==> src/rtl/bus_owner_arbiter.sv <==
`default_nettype none
// ============================================================================
// Module   : bus_owner_arbiter
// Brief    : Round-robin owner arbiter for the shared datapath bus, with a
//            one-cycle turnaround between owners and a bounded hold time.
//            Optional grant/preempt counters: BUS_OWNER_ARBITER_STATS_EN.
// Revision : 1.0
// ============================================================================
module bus_owner_arbiter #(
    parameter int NSRC     = 24,
    parameter int SELW     = 5,
    parameter int MAX_HOLD = 4
) (
    input  logic            clock,
    input  logic            clear,
    input  logic [NSRC-1:0] req,
    input  logic            lock,
    output logic [NSRC-1:0] grant,
    output logic [SELW-1:0] bus_sel,
    output logic            bus_valid,
    output logic            busy
`ifdef BUS_OWNER_ARBITER_STATS_EN
    ,
    output logic [15:0]     grant_count,
    output logic [15:0]     preempt_count
`endif
);

    localparam int HW       = (MAX_HOLD < 1) ? 1 : $clog2(MAX_HOLD + 1);
    localparam int HOLD_LIM = (MAX_HOLD < 1) ? 0 : MAX_HOLD - 1;
    localparam int HOLD_SAT = (MAX_HOLD < 1) ? 0 : MAX_HOLD;

    typedef enum logic [1:0] {
        S_IDLE  = 2'd0,
        S_GRANT = 2'd1,
        S_TURN  = 2'd2
    } state_t;

    state_t            r_state;
    logic [NSRC-1:0]   r_grant;
    logic [SELW-1:0]   r_sel;
    logic              r_valid;
    logic              r_busy;
    logic [SELW-1:0]   r_last;
    logic [HW-1:0]     r_hold;

    logic              w_found;
    logic [SELW-1:0]   w_win;
    logic              w_owner_req;
    logic              w_others;
    logic              w_hold_hit;
    logic              w_preempt;
    logic              w_take;
    logic              w_leave;

    function automatic logic [SELW-1:0] wrap_idx(input int k);
        return SELW'(k % NSRC);
    endfunction

    // Rotating priority: the slot after the last owner is searched first,
    // the last owner itself is searched last.
    always_comb begin
        w_found = 1'b0;
        w_win   = '0;
        for (int i = 1; i <= NSRC; i++) begin
            if (!w_found && req[wrap_idx(int'(r_last) + i)]) begin
                w_found = 1'b1;
                w_win   = wrap_idx(int'(r_last) + i);
            end
        end
    end

    // r_sel holds the owner index throughout GRANT.
    assign w_owner_req = req[r_sel];
    assign w_others    = |(req & ~r_grant);
    assign w_hold_hit  = (MAX_HOLD != 0) && (r_hold >= HW'(HOLD_LIM));
    assign w_preempt   = (r_state == S_GRANT) && w_owner_req && w_hold_hit &&
                         !lock && w_others;
    assign w_take      = ((r_state == S_IDLE) || (r_state == S_TURN)) && w_found;
    assign w_leave     = (r_state == S_GRANT) && (!w_owner_req || w_preempt);

    always_ff @(posedge clock) begin
        if (!clear) begin
            r_state <= S_IDLE;
            r_grant <= '0;
            r_sel   <= '0;
            r_valid <= 1'b0;
            r_busy  <= 1'b0;
            r_last  <= SELW'(NSRC - 1);
            r_hold  <= '0;
        end else begin
            case (r_state)
                S_IDLE, S_TURN: begin
                    r_hold <= '0;
                    if (w_found) begin
                        r_state <= S_GRANT;
                        r_grant <= NSRC'(1) << w_win;
                        r_sel   <= w_win;
                        r_valid <= 1'b1;
                        r_busy  <= 1'b1;
                    end else begin
                        r_state <= S_IDLE;
                        r_busy  <= 1'b0;
                    end
                end
                S_GRANT: begin
                    if (w_leave) begin
                        r_state <= S_TURN;
                        r_last  <= r_sel;
                        r_grant <= '0;
                        r_sel   <= '0;
                        r_valid <= 1'b0;
                        r_busy  <= 1'b1;
                        r_hold  <= '0;
                    end else if (r_hold != HW'(HOLD_SAT)) begin
                        r_hold <= r_hold + HW'(1);
                    end
                end
                default: begin
                    r_state <= S_IDLE;
                    r_grant <= '0;
                    r_sel   <= '0;
                    r_valid <= 1'b0;
                    r_busy  <= 1'b0;
                    r_hold  <= '0;
                end
            endcase
        end
    end

    assign grant     = r_grant;
    assign bus_sel   = r_sel;
    assign bus_valid = r_valid;
    assign busy      = r_busy;

`ifdef BUS_OWNER_ARBITER_STATS_EN
    logic [15:0] r_grant_cnt;
    logic [15:0] r_preempt_cnt;

    always_ff @(posedge clock) begin
        if (!clear) begin
            r_grant_cnt   <= '0;
            r_preempt_cnt <= '0;
        end else begin
            if (w_take && (r_grant_cnt != 16'hFFFF)) begin
                r_grant_cnt <= r_grant_cnt + 16'd1;
            end
            if (w_preempt && (r_preempt_cnt != 16'hFFFF)) begin
                r_preempt_cnt <= r_preempt_cnt + 16'd1;
            end
        end
    end

    assign grant_count   = r_grant_cnt;
    assign preempt_count = r_preempt_cnt;
`endif

endmodule
`default_nettype wire

==> config.mk <==
export PLATFORM = sky130hd
export DESIGN_NAME = bus_owner_arbiter
export DESIGN_NICKNAME = d
export VERILOG_FILES = /design/src/rtl/bus_owner_arbiter.sv
export SDC_FILE = /design/constraint.sdc
export NUM_CORES = 1
export LEC_CHECK = 0
export CAP_MARGIN = 25
export CORE_ASPECT_RATIO = 1.4
export CORE_MARGIN = 1
export CORE_UTILIZATION = 41
export CTS_BUF_LIST = sky130_fd_sc_hd__clkbuf_2
export DETAILED_ROUTE_END_ITERATION = 12
export PLACE_DENSITY_LB_ADDON = 0.2
export SLEW_MARGIN = 25
export SYNTH_ARGS = -nofsm -noshare
export SYNTH_HDL_FRONTEND = slang
export SYNTH_SLANG_ARGS = --single-unit
==> constraint.sdc <==
create_clock -name clock -period 7.1 [get_ports clock]
set_clock_uncertainty 0.05 [all_clocks]
set_input_delay 1.065 -clock clock [delete_from_list [all_inputs] [get_ports clock]]
set_output_delay 1.065 -clock clock [all_outputs]
set_load 0.005 [all_outputs]
-- Word level (Yosys, flattened, before mapping)
Index checks and enable logic that the tools add are counted.
- flip-flop bits (word level): 41
- input port bits: 27
- output and inout bits: 31
- word-level logic and storage cells: 265
- eq/ne operators: 5
- reduce and logical (&&, ||, !) cells: 60
- add/subtract/negate cells: 25
- shifts and indexed selects: 1
- muxes and demuxes: 113
- div/mod/pow operators: 24
- order comparisons: 26
- bitwise gates (word level): 4
- operators by type and width (cell ; count):
    modulo 32 x 6 -> 32 bit (second input constant) ; 24
    less-than comparator 5 x 6 -> 1 bit (second input constant) ; 25
    two-way mux 5 bit ; 26
    binary-select mux 1 bit (select 5 bit) ; 25
    adder 5 x 5 -> 6 bit (second input constant) ; 9
    two-way mux 1 bit ; 54
    adder 5 x 4 -> 6 bit (second input constant) ; 8
    two-way mux 24 bit ; 2
    case mux 24 bit (2 select lines) ; 1
    logical AND 1 bit ; 28
    zero test 1 bit ; 25
    adder 5 x 3 -> 6 bit (second input constant) ; 4
    AND 24 bit ; 1
    NOT 24 bit ; 1
    OR reduction 24 bit ; 1
    << shifter 1 x 5 -> 24 bit (first input constant) ; 1
    adder 5 x 2 -> 6 bit (second input constant) ; 2
    case mux 5 bit (2 select lines) ; 1
    adder 5 x 1 -> 6 bit (second input constant) ; 1
    inequality test 2 bit (second input constant) ; 2
    case mux 1 bit (2 select lines) ; 2
    case mux 2 bit (2 select lines) ; 1
    AND reduction 2 bit ; 2
    adder 3 x 1 -> 3 bit (second input constant) ; 1
    other kinds (10) ; 11

-- Logic depth before layout (Yosys ltp)
Gate-level depths: netlist of the first run.
- depth after elaboration: 77
- mapped depth: 26
- depth with buffers taken out: 20

-- Worst setup path after synthesis of the first run
OpenSTA, ideal clock, no wires.
- kind: register to register
- from: register r_last[2]
- to: register r_grant[2], in the netlist grant[2]
- data required time: 6.989 ns
- stages on the path, launching flop included: 23
- period minus slack after synthesis: 6.097 ns
- setup slack: 1.003 ns
- library setup time: 0.061 ns
- buffers on the path: 5
- arrival: 5.986 ns
- cell sequence: dfxtp_1 > buf_4 > buf_2 > buf_2 > buf_1 > inv_1 > ha_1 > clkbuf_1 > nor3b_2 > nor2_1 > ha_1 > nor2b_1 > o221ai_1 > xor2_1 > a21oi_1 > mux2_2 > nor4_4 > nand4_4 > or4_1 > a32oi_2 > nand2_2 > nor4b_4 > a32o_1
- word-level cells in the longest chain between the ends: 77
- elaborated cells between the ends (all ways): 195
- those cells by class: 24 x add/sub; 24 x div; 1 x eq/ne; 1 x shift; 98 x mux; 47 x reduce/logical
- ends and longest elaborated chain (element ; line ; RTL):
    start, declared ; 44 ; logic [SELW-1:0] r_last;
    start signal, assigned ; 89 ; r_last <= SELW'(NSRC - 1);
    start signal, assigned ; 109 ; r_last <= r_sel;
    adder 5 x 1 -> 6 bit ; 66, 68 ;
    modulo 32 x 6 -> 32 bit ; 57 ; return SELW'(k % NSRC);
    binary-select mux 1 bit (select 5 bit) ; 66 ; if (!w_found && req[wrap_idx(int'(r_last) + i)]) begin
    two-way mux 1 bit (not written as such) ; 66 ;
    two-way mux 1 bit ; 66 ;
    zero test 1 bit ; 66 ;
    logical AND 1 bit ; 66 ;
    two-way mux 1 bit ; 66 ;
    (+61 left out) ; n/a ;
    logical AND 1 bit ; 66 ;
    two-way mux 1 bit ; 66 ;
    zero test 1 bit ; 66 ;
    logical AND 1 bit ; 66 ;
    two-way mux 5 bit ; 66 ;
    << shifter 1 x 5 -> 24 bit ; 97 ; r_grant <= NSRC'(1) << w_win;
    two-way mux 24 bit ; 95 ; if (w_found) begin
    case mux 24 bit (2 select lines) ; 92 ; case (r_state)
    end signal, assigned ; 97 ;
    end, declared ; 40 ; logic [NSRC-1:0] r_grant;
Several ways; a longest one is shown, not always the timed one. The select of a mux whose other input is x is not followed.
A chain may end at the register's enable or synchronous reset.

-- Final worst setup path of the first run
- from: register r_last[2]
- to: register r_grant[18], in the netlist grant[18]
The elaborated chain is that of the path after synthesis.

==> impl_metrics.json, run 1 <==
{
  "cts.htree.levels": 2,
  "critical-path-slowest-cell": "ha_1",
  "netlist.top_cell.by_area": "mux4_2",
  "start_kind": "flop",
  "cts_hold_buf": 0,
  "finalCriticalPeriod_ps": 6660,
  "grt_usage_pct": 32.5,
  "slew_viol_final": 0,
  "grt_pass1_wl_mm": 56.1,
  "synth_top_area_share_pct": 9.92,
  "async_flop_share_pct": 0,
  "grt_max_degree": 44,
  "hold_viol_final": 0,
  "ys_top_cells_by_area": "mux4_2, dfxtp_1, ha_1",
  "cp_top_family": "simple AND/OR/NAND/NOR gates",
  "rsz0062_at_grt": "no",
  "fin_area_sq_um": 10000,
  "root_buffer": "clkbuf_2",
  "wire_per_inst_um": 25.1,
  "seq_area_frac_synth_pct": 9.04,
  "final_antenna_net_count": 0,
  "yosysMostFrequentCell": "nand2_1",
  "path_clk_slew_ps": 300,
  "clock_latency_ps": 440,
  "setup-violations-final": 0,
  "drc": 0,
  "fp.dieArea_sq_um": 22800,
  "ys_types": 102,
  "die_y_um": 178,
  "crit_arrival_ps": 6970,
  "peakVddDrop_uv": 365,
  "io_pins": 58,
  "syn2layout_area_growth_pct": 10.2,
  "drt_iter0_markers": 863,
  "final_nets": 1261,
  "synth_common_cells": "nand2_1, nor2_1, inv_1, a21oi_1, mux2i_1",
  "worst-path-buf-inv": 1,
  "antenna_cells": 0,
  "synth_nets": 1230,
  "worstPathCellList": "ha_1 > a21boi_0 > or2_2 > inv_1 > ha_1 > o41a_1 > mux2i_1 > o32ai_1 > nor2_1 > nand4b_1 > nor4_2 > nor2_1 > a221oi_1 > a211oi_1 > and2_1 > a2111oi_2 > a32o_1",
  "fmax_mhz": 150,
  "synth_warnings": 0,
  "start_util_pct": 41.7,
  "gr-total-overflow": 0,
  "clk_path_buf_depth": 2,
  "critPathRequiredTime_ps": 7410,
  "gp_congestion": 1.01,
  "maxSlewHeadroom_pct": 39.0,
  "tightest_slew_ps": 911,
  "drt_pass1_iterations": 7,
  "grt_pass1_vias": 9342,
  "synth_enable_flop_cells": 0,
  "cts_buffers": 5,
  "portBuffers": 57,
  "dieWidth_um": 128,
  "synth.avg_cell_area_sq_um": 7.87,
  "vias_per_cell": 6.66,
  "finalSetupTns_ps": 0,
  "fin_crit_sh_pct": 93.8,
  "antenna_found_initial": 0,
  "hold_path.class": "flop to flop",
  "syn_inst": 1154,
  "powerDensity_nw_per_um2": 564,
  "synthFlopType": "dfxtp_1",
  "core-area_sq_um": 21800,
  "route.vias.total": 9884,
  "worstSetupPathType": "flop to flop",
  "max_stage_delay_ps": 790,
  "cp_max_fo": 21,
  "num-fill-cells": 2233,
  "dp_hpwl_mm": 29.6,
  "leakage_nw": 3.77,
  "cap_violations": 0,
  "cts_tree": "done",
  "syn_area_sq_um": 9080,
  "row_count": 64,
  "status": "finished, final reports clean",
  "drive_above_1_share_pct": 13.3,
  "clkSinkCount": 41,
  "worst_setup_path_end_kind": "flop",
  "place_area_sq_um": 9930,
  "ys_ff_latch": 41,
  "totalWireLength_mm": 37.2
}
==> registers in the layout (all words and copies together) (netlist names) <==
name / cells
grant: 24
bus_sel: 5
r_last: 5
r_hold: 3
r_state: 2
bus_valid: 1
busy: 1
==> layout make-up <==
cell class	instances	area, sq um	share of cell area [%]
sequential	41	827	8.27
clock inverter	3	41.3	0.413
clock buffer	5	25.0	0.250
timing repair buffer	89	811	8.10
inverter	74	278	2.78
tap	297	372	3.71
multi-input combinational	974	7650	76.5
==> report_power, final <==
part           switching, W  internal, W
Clock             0.0000901    0.0000583
Sequential         0.000118     0.000289
Combinational       0.00323      0.00186
Total               0.00344      0.00221
==> per-stage QoR <==
stage / setup slack (ps) / std cells / total power [W] / util [%] / hold WS, ps
global route: 111 / 1483 / 0.00598 / 45.9 / 466
CTS: 289 / 1483 / 0.00552 / 45.9 / 450
detailed placement: 380 / 1475 / 0.00535 / 45.6 / 397
global placement: 373 / 1475 / 0.00536 / 45.6 / 399
finish: 438 / 1483 / 0.00565 / 45.9 / 451
floorplan: 1000 / 1154 / 0.00386 / - / 401
==> repair_timing <==
action | in CTS | in global routing
buffers inserted | 0 | 0
gates resized for setup | 0 | 1
endpoints found under the setup margin | 0 | 6
endpoints found under the hold margin | 0 | 0
==> cells by family after synthesis <==
family                     count (synthesis)  synth area share (%)
and+or+nand+nor                          417                  25.8
AOI/OAI and AO/OA                        358                  29.6
buffers and inverters                    139                  6.86
muxes                                    118                  18.9
adders and majority gates                 49                  6.75
DFF                                       41                  9.04
xor gates and xnor gates                  32                  3.09
==> final timing paths <==
path,from,endpoint,slack [ps],cells past startpoint
min,bus_valid$_SDFFE_PN0P_,bus_valid$_SDFFE_PN0P_,450,1
min reg2reg,bus_valid$_SDFFE_PN0P_,bus_valid$_SDFFE_PN0P_,450,1
max,r_last[2]$_SDFFE_PN1P_,grant[18]$_SDFFE_PN0P_,440,17
max reg2reg,r_last[2]$_SDFFE_PN1P_,grant[18]$_SDFFE_PN0P_,440,17
==> metal layers <==
| metal | up-vias | routed length [um] | GRT usage [%] |
|---|---|---|---|
| met2 | 460 | 17600 | 55.4 |
| met1 | 4722 | 14100 | 37.1 |
| li1 | 4538 | - | - |
| met4 | 0 | 3250 | 24.7 |
| met5 | - | 0 | 0 |
| met3 | 164 | 2220 | 3.81 |
==> layout by cell type, fill, tap and decap left out, types with 8 or more instances in the layout <==
cell type        instances
nand2_1                 80
nor2_1                  77
inv_1                   72
a21oi_1                 63
clkdlybuf4s50_1         57
mux2i_1                 56
ha_1                    49
o21ai_0                 45
mux4_2                  40
nor3_1                  39
nand3_1                 36
dfxtp_1                 36
buf_4                   32
xnor2_1                 24
nor2b_1                 23
nand2b_1                21
mux2_2                  19
a32o_1                  19
and2_1                  17
or3_1                   16
o22ai_1                 16
a211oi_1                16
a31oi_1                 14
a21o_1                  14
nand4_1                 13
nor4_1                  13
o211ai_1                13
a21boi_0                11
a311oi_1                 9
o31ai_1                  9
nor3b_1                  8
a22o_1                   8
Note: power is estimated with default switching activity, not from simulation.
==> run 2, diff against run 1 <==
--- a/config.mk
+++ b/config.mk
@@ -7,7 +7,7 @@
 export LEC_CHECK = 0
 export CAP_MARGIN = 25
 export CORE_ASPECT_RATIO = 1.4
-export CORE_MARGIN = 1
+export CORE_MARGIN = 2
 export CORE_UTILIZATION = 41
 export CTS_BUF_LIST = sky130_fd_sc_hd__clkbuf_2
 export DETAILED_ROUTE_END_ITERATION = 12
==> impl_metrics.json, run 2 (synthesis gave the netlist of run 1 again) <==
{
  "r2r-end": "grant[3]$_SDFFE_PN0P_",
  "critPathRequiredTime_ps": 7430,
  "fp.dieArea_sq_um": 23400,
  "final_antenna_net_count": 0,
  "largest_register_ffs": 24,
  "tightest_slew_ps": 927,
  "core-area_sq_um": 21800,
  "syn2layout_area_growth_pct": 9.98,
  "die_y_um": 180,
  "dp_hpwl_mm": 29.3,
  "worstHoldStart": "bus_valid$_SDFFE_PN0P_",
  "seqPwrFrac_pct": 7.3,
  "slew_viol_final": 0,
  "num-fill-cells": 2287,
  "start_util_pct": 41.7,
  "path_clk_slew_ps": 240,
  "wire_per_inst_um": 24.6,
  "hold_path.class": "flop to flop",
  "rsz0062_at_grt": "no",
  "start_kind": "flop",
  "hold_viol_final": 0,
  "post-cts-setup-buffers": 0,
  "cp_max_fo": 22,
  "grt_usage_pct": 31.0,
  "dieWidth_um": 130,
  "cts_hold_buf": 0,
  "fin_crit_sh_pct": 92.2,
  "cts_buffers": 5,
  "io_pins": 58,
  "final_nets": 1259,
  "setup-violations-final": 0,
  "antenna_cells": 0,
  "drt_pass1_iterations": 5,
  "cts.htree.levels": 2,
  "drc": 0,
  "row_count": 64,
  "powerDensity_nw_per_um2": 558,
  "hold_depth": 1,
  "fmax_mhz": 153,
  "intPower_w": 0.00219,
  "peakVddDrop_uv": 315,
  "portBuffers": 57,
  "crit_arrival_ps": 6880,
  "r2r_cells": 17,
  "grt_pass1_vias": 9659,
  "grt_max_degree": 44,
  "min_to": "bus_valid$_SDFFE_PN0P_",
  "clock_latency_ps": 410,
  "worst_setup_path_end_kind": "flop",
  "whs_ps": 438,
  "cap_violations": 0,
  "totalWireLength_mm": 36.5,
  "layout_common_cells": "nand2_1, nor2_1, inv_1, a21oi_1, clkdlybuf4s50_1",
  "leakage_nw": 3.77,
  "drt_iter0_markers": 815,
  "r2r_start": "r_last[2]$_SDFFE_PN1P_",
  "gp_congestion": 1.01,
  "status": "finished, final reports clean",
  "vias_per_cell": 6.68,
  "cts_tree": "done",
  "switchingPower_w": 0.00338,
  "antenna_found_initial": 0,
  "finalCriticalPeriod_ps": 6550,
  "final_common_cell": "nand2_1",
  "clkSinkCount": 41,
  "gr-total-overflow": 0,
  "clk_path_buf_depth": 2,
  "power_switching_share_pct": 60.7,
  "root_buffer": "clkbuf_2",
  "worstSetupPathType": "flop to flop",
  "finalSetupTns_ps": 0,
  "drive_above_1_share_pct": 13.2,
  "maxSlewHeadroom_pct": 36.5,
  "route.vias.total": 9891,
  "grt_pass1_wl_mm": 56.4,
  "comb_power_share_pct": 90.2,
  "r2r_slack_ps": 550,
  "pwr-share-clk_pct": 2.5
}
[run 2: worst max-delay path: stages (launching register included)]
cell	delay, ps
dfxtp_2	650
ha_1	740
a21oi_2	210
xnor2_1	400
inv_1	80
ha_1	290
or3b_1	350
mux2i_1	200
nor3_1	150
o21ai_0	460
o41ai_4	250
nor4_4	580
and4b_1	270
a41oi_1	70
a2111oi_0	790
a22oi_1	290
nor4b_4	440
a32o_1	230
[run 2: worst max-delay path by stage]
stage	from	end	depth (start not counted)
finish	r_last[2]$_SDFFE_PN1P_	grant[3]$_SDFFE_PN0P_	17
global route	r_last[2]$_SDFFE_PN1P_	grant[7]$_SDFFE_PN0P_	17
CTS	r_last[2]$_SDFFE_PN1P_	grant[23]$_SDFFE_PN0P_	17
detailed placement	r_last[2]$_SDFFE_PN1P_	grant[23]$_SDFFE_PN0P_	17
global placement	r_last[2]$_SDFFE_PN1P_	grant[23]$_SDFFE_PN0P_	17
floorplan	r_last[2]$_SDFFE_PN1P_	grant[2]$_SDFFE_PN0P_	22
[run 2: metal layers]
layer  GRT usage [%]  up-vias  part of all wire [%]
met2            52.6      471                    48
met3            3.50      154                   5.7
met5               0        -                     0
met1            36.1     4728                    38
li1                -     4538                     -
met4            21.0        0                   8.6
[run 2: through the flow]
stage                     area, sq um  util, %  total power [W]  setup WS (ps)  std cells
after floorplan                  9080        -          0.00386           1000       1154
after global placement           9920     45.5          0.00529            695       1473
after detailed placement         9920     45.5          0.00529            607       1473
after CTS                        9980     45.8          0.00545            565       1481
after global routing             9990     45.9          0.00595            122       1481
final                            9990     45.9          0.00558            552       1481
[run 2: repair_timing]
action                                 4_1_cts  5_1_grt
setup endpoints to repair                    0        2
gates resized for setup                      0        1
endpoints found under the hold margin        0        0
[run 2: final cells by class]
cell class | instances | area [sq um] | area share (%)
Timing Repair Buffer | 87 | 796 | 7.97
Clock inverter | 2 | 33.8 | 0.338
Inverter | 74 | 278 | 2.78
Sequential cell | 41 | 827 | 8.28
Tap cell | 297 | 372 | 3.72
Clock buffer | 6 | 30.0 | 0.301
Multi-Input combinational cell | 974 | 7650 | 76.6
[run 2: power groups by stage]
stage / combinational [W] / clock [W] / sequential (W)
after global placement: 0.00488 / 0 / 0.000410
after global routing: 0.00539 / 0.000153 / 0.000413
final: 0.00503 / 0.000140 / 0.000406
after floorplan: 0.00352 / 0 / 0.000337
after CTS: 0.00490 / 0.000141 / 0.000405
after detailed placement: 0.00488 / 0 / 0.000409
